File: src/rtl/fetch_unit_pkg.sv
// Shared CPU fetch definitions: fetch FSM state encoding, default NOP word and word-align mask.
package fetch_unit_pkg;

    typedef enum logic [1:0] {
        ST_IDLE = 2'd0,
        ST_WAIT = 2'd1,
        ST_DROP = 2'd2
    } fetch_state_e;

    localparam logic [31:0] NOP_WORD_DEFAULT = 32'h0000_0000;
    localparam logic [31:0] WORD_ALIGN_MASK  = 32'hffff_fffc;

endpackage

File: src/rtl/fetch_unit.sv
// Instruction fetch unit: one outstanding non-abortable bus read feeding a single registered decode slot.
// Optional misaligned-PC address-error trap enabled by defining FETCH_ALIGN_CHECK_EN.
module fetch_unit
    import fetch_unit_pkg::*;
#(
    parameter logic [31:0] NOP_WORD = NOP_WORD_DEFAULT
) (
    input  logic        clk,
    input  logic        rst_n,
    input  logic [31:0] pc,
    output logic        pc_enable,
    input  logic        flush,
    output logic        ibus_req,
    output logic [31:0] ibus_addr,
    input  logic        ibus_ack,
    input  logic [31:0] ibus_rdata,
    input  logic        id_ready,
    output logic        inst_valid,
    output logic [31:0] inst,
    output logic [31:0] inst_pc,
    output logic        exc_adel
);

    fetch_state_e state;
    logic         slot_free;
    logic         slot_taken;

    assign slot_free  = !inst_valid || id_ready;
    assign slot_taken = inst_valid && id_ready;
    assign pc_enable  = (state == ST_WAIT) && ibus_ack && !flush;

`ifdef FETCH_ALIGN_CHECK_EN
    // Set once the trap entry is posted so it is not re-posted after decode consumes it.
    logic adel_hold;
    logic misaligned;
    assign misaligned = pc[1:0] != 2'b00;
`else
    assign exc_adel = 1'b0;
`endif

    always_ff @(posedge clk) begin
        if (!rst_n) begin
            state      <= ST_IDLE;
            ibus_req   <= 1'b0;
            ibus_addr  <= '0;
            inst_valid <= 1'b0;
            inst       <= NOP_WORD;
            inst_pc    <= '0;
`ifdef FETCH_ALIGN_CHECK_EN
            exc_adel   <= 1'b0;
            adel_hold  <= 1'b0;
`endif
        end else begin
            // Slot drains on consume or flush; a load below in the same cycle wins.
            if (flush || slot_taken) begin
                inst_valid <= 1'b0;
`ifdef FETCH_ALIGN_CHECK_EN
                exc_adel   <= 1'b0;
`endif
            end
`ifdef FETCH_ALIGN_CHECK_EN
            if (flush) begin
                adel_hold <= 1'b0;
            end
`endif
            case (state)
                ST_IDLE: begin
                    if (!flush && slot_free) begin
`ifdef FETCH_ALIGN_CHECK_EN
                        if (misaligned || adel_hold) begin
                            if (!adel_hold) begin
                                inst       <= NOP_WORD;
                                inst_pc    <= pc;
                                inst_valid <= 1'b1;
                                exc_adel   <= 1'b1;
                                adel_hold  <= 1'b1;
                            end
                        end else begin
                            ibus_req  <= 1'b1;
                            ibus_addr <= pc & WORD_ALIGN_MASK;
                            state     <= ST_WAIT;
                        end
`else
                        ibus_req  <= 1'b1;
                        ibus_addr <= pc & WORD_ALIGN_MASK;
                        state     <= ST_WAIT;
`endif
                    end
                end
                ST_WAIT: begin
                    if (ibus_ack) begin
                        ibus_req <= 1'b0;
                        state    <= ST_IDLE;
                        if (!flush) begin
                            inst       <= ibus_rdata;
                            inst_pc    <= ibus_addr;
                            inst_valid <= 1'b1;
                        end
                    end else if (flush) begin
                        state <= ST_DROP;
                    end
                end
                ST_DROP: begin
                    if (ibus_ack) begin
                        ibus_req <= 1'b0;
                        state    <= ST_IDLE;
                    end
                end
                default: begin
                    ibus_req <= 1'b0;
                    state    <= ST_IDLE;
                end
            endcase
        end
    end

endmodule
File: config.mk
export PLATFORM = sky130hd
export DESIGN_NAME = fetch_unit
export DESIGN_NICKNAME = d
export VERILOG_FILES = /design/src/rtl/fetch_unit_pkg.sv /design/src/rtl/fetch_unit.sv
export SDC_FILE = /design/constraint.sdc
export NUM_CORES = 1
export LEC_CHECK = 0
export BUFFER_PORTS_ARGS = -buffer_cell sky130_fd_sc_hd__buf_2
export CELL_PAD_IN_SITES_DETAIL_PLACEMENT = 0
export CELL_PAD_IN_SITES_GLOBAL_PLACEMENT = 1
export CORE_UTILIZATION = 35
export DETAILED_ROUTE_END_ITERATION = 8
export GPL_TIMING_DRIVEN = 0
export PLACE_DENSITY_LB_ADDON = 0.3
export SLEW_MARGIN = 20
export SYNTH_ARGS = -nofsm -noshare
export SYNTH_HDL_FRONTEND = slang
export SYNTH_SLANG_ARGS = --single-unit
File: constraint.sdc
create_clock -name clk -period 3.2 [get_ports clk]
set_input_delay 0.64 -clock clk [delete_from_list [all_inputs] [get_ports clk]]
set_output_delay 0.64 -clock clk [all_outputs]
set_load 0.01 [all_outputs]
# Yosys cells after proc, flatten, opt, wreduce, memory -nomap -nowiden
# Index checks and enable logic that the tools add are counted.
# totals
ram_bits	0
elab_cells	39
latch_bits	0
mem_count	0
mem_bits_ro	0
input_bits	69
register_bits	96
# op_classes
shift	0
eq_ne	6
bitwise	1
n_mul	0
n_reduce_logical	14
mux	12
div_mod_pow	0
addsub	0
n_lt_le_gt_ge	0
# ops
cell	count
2-bit 2-to-1 mux	4
1-bit 2-to-1 mux	6
2-bit one-hot mux with 3 select lines	1
3-bit AND reduction	2
1-bit logical AND	4
2-bit != test (second input constant)	2
2-bit AND reduction	2
3-bit != test (second input constant)	1
2-bit by 1-bit == test with 1-bit output (second input constant)	1
2-bit == test (second input constant)	1
1-bit logical NOT	2
2-bit logical NOT	1
1-bit logical OR	2
2-bit by 1-bit != test with 1-bit output (second input constant)	1
1-bit one-hot mux with 2 select lines	1
2-bit OR reduction	1
1-bit inverter	1

# Depth between registers and ports, before layout
# depth
depth_word	6
ltp_mapped	7
depth_no_buf	6

# Least setup slack after synthesis
# Ideal clock, no wire load.
# synth_path
kind	in2out
start	in flush
end	out pc_enable
cell_stages	4
t_required_ns	2.560
path_slack_ns	1.471
t_arrival_ns	1.089
path_buffers	1
path_cell_list	inv_2 -> nand3_4 -> inv_4 -> buf_4
# synth_via
elab_chain_cells	2
# synth_rtl
item	line	rtl
start, declared	fetch_unit.sv:12	input logic flush,
1-bit logical NOT	-	
1-bit logical AND	fetch_unit.sv:30	assign pc_enable = (state == ST_WAIT) && ibus_ack && !flush;
end, declared	fetch_unit.sv:11	output logic pc_enable,
# Every way passes these cells.

# Worst setup path after layout
# layout_path
start	reg state[1]
end	out pc_enable
# layout_via
elab_chain_cells	3
# layout_rtl
item	line	rtl
start, declared	fetch_unit.sv:24	fetch_state_e state;
start signal, assigned	fetch_unit.sv:43	state <= ST_IDLE;
start signal, assigned	fetch_unit.sv:86	state <= ST_WAIT;
start signal, assigned	fetch_unit.sv:93	state <= ST_IDLE;
2-bit by 1-bit == test with 1-bit output	fetch_unit.sv:30	
1-bit logical AND (2 in a row)	fetch_unit.sv:30	
# Every way passes these cells.

==> run metrics <==
status completed; Critical Path RT approximately 2.6 ns; Sequential Area 1920 um^2; die width between 100 and 150 um; post-synth cell types 27; final worst path period share 72.9%; worst hold path type reg2reg; nets@finish 681; met1 WL 4250 um; top cells by area, synth dfxtp_1 52%, nand2_1 19%, a21boi_1 15%; post-cts resize count 0; via count 3378; Avg Synthesized Cell Area 8.51 um^2; hold path startpoint inst_pc[14]; first-pass GRT wire length ~16000 um; setup ws final 0.866 ns; cts hold-fix bufs 0; Main synth FF type dfxtp_1; commonest cells after routing, fill and taps aside 185 x nand2_1, 170 x buf_2, 96 x dfxtp_1; share of the synthesized area in the top cell type a little over half; largest area contributor in the netlist dfxtp_1; Root Buffer clkbuf_8; Setup CP Type reg2out; reg2reg setup slack ~1.7 ns; Critical R2R Launch state[1]; Critical Path Start state[1]; total wire length 9420 um; share of cells above drive strength 1 about a third; Post-synth EDFFs 0; clock sink count 96; total die area 11000 um^2; Core Region ~10000 um^2; Num CTS Buffers 9; f_max between 400 and 500 MHz; cells on worst reg2reg path 7; number of antenna violations at the first check in global routing 0; clk slew on worst S/H paths roughly 0.090 ns; Crit. End Element output pin; grt ovf 0; Cell Rows 37; max layer used met4; buffers added on ports 160; DRT antenna net count 0; dpl ws 0.956 ns; Tmin final between 2 and 2.5 ns; maximum buffer depth of the clock tree 2; diode count 0; crit path max fanout 10; cell area after synthesis 3690 um^2; Mapped Cells 434; Clock Skews 0.0138 ns; max-cap check violation count 0; Final Wtd Congestion 0.728; Seq cells post-synth 96; # H-tree levels 3; First-pass DRT Iterations 4; Sum Neg Setup Slack 0 ns; met3 WL 687 um; commonest non-fill, non-tap cell in the layout nand2_1; Post-CTS Setup Repair Bufs 0; GRT Util Overall 17.8%; crit path launch type flip-flop; Syn. warnings 0; Crit path arrival time between 1.5 and 2 ns; Slew Viols, Final 0; Residual DRC 0; pin count of the biggest net entering global routing 17; Pwr Density 464 nW/um^2; critical path endpoint pc_enable; VDD IR max 191 uV; ys async rst share 0%; Seq/Total Area, Yosys ~52%; DR WL met2 4360 um; Hold Worst Slack 0.453 ns; I/O Pins 169; initial DRC count between 100 and 150; Leak Pwr 2.22 nW; Final HPWL DP 6970 um; Clock Latency Late Sink 0.36 ns; area of the multi-input gates 1580 um^2; RSZ-0062 raised after global routing no; drt via density 4.50; number of endpoints failing setup at the final stage 0; CTS tree yes; chip height between 100 and 150 um; initial core utilization 35.9%; r2r endpoint inst_pc[9]; vias in the first global route approximately 3200; Fill cells around 1100; DR WL/cell 12.6 um; endpoints failing hold 0; Area Overhead vs Synth 31.3%
layer usage:
layer / global-route usage [%] / vias to the layer above
met3: 5.05 / 10
met1: 21.9 / 1523
met2: 29.8 / 107
met4: 6.14 / 0
li1: - / 1738
met5: 0 / -
sequential cells by signal (all words and copies together), names as in the netlist:
| name | count |
|---|---|
| inst_valid | 1 |
| inst_pc | 30 |
| ibus_req | 1 |
| ibus_addr | 30 |
| inst | 32 |
| state | 2 |
cells in the mapped netlist (all sizes together) (2+ instances only):
| cell | count |
|---|---|
| nand2 | 185 |
| o21ai | 2 |
| clkbuf | 9 |
| dfxtp | 96 |
| inv | 5 |
| nand3 | 2 |
| a21boi | 94 |
| buf | 24 |
| nand2b | 2 |
| a21oi | 2 |
| ha | 3 |
power breakdown:
| group | internal (mW) | switching, mW | leakage [nW] | total [mW] |
|---|---|---|---|---|
| registers | 1.24 | 0.0261 | 0.780 | 1.26 |
| logic | 0.121 | 0.144 | 1.35 | 0.265 |
| clock network | 0.288 | 0.435 | 0.0870 | 0.722 |
area by class of cell:
cell class	instances	area share [%]
inverters	5	0.438
clock inverters	6	0.903
multi-input cells	304	32.5
flip-flops and latches	96	39.6
clock buffers	10	2.63
repair buffers	160	16.5
plain buffers	33	3.92
well taps	136	3.51
worst max-delay path, stage by stage (launching register included):
cell,delay [ns]
dfxtp_1,0.34
inv_1,0.07
ha_1,0.23
nand3_4,0.18
inv_4,0.19
buf_4,0.20
buf_2,0.14
cell families (layout without fill, tap and decap cells):
logic type,Yosys count,count (layout),share of synthesized area [%]
AND/OR/NAND/NOR,196,196,21.0
AO/OA/AOI/OAI,100,100,20.2
flip-flops,96,96,52.0
buffers and inverters,38,214,5.72
adder cells (fa/ha/maj),3,3,1.02
other,1,5,0.102
worst min-delay path by stage:
stage                        to  cells past startpoint
floorplan              state[1]                      2
global placement        inst[9]                      2
global route            inst[9]                      2
finish              inst_pc[14]                      2
detailed placement   inst_pc[4]                      2
CTS                 inst_pc[14]                      2
metrics by stage:
step	std cells	util [%]	total power [mW]	instance area [um^2]
2_1_floorplan	438	-	1.44	3710
3_3_place_gp	734	45.5	1.56	4680
3_5_place_dp	734	45.5	1.56	4680
4_1_cts	750	47.2	2.28	4850
5_1_grt	750	47.2	2.36	4850
6_report	750	47.2	2.25	4850
Note: power is estimated with default switching activity, not from simulation.
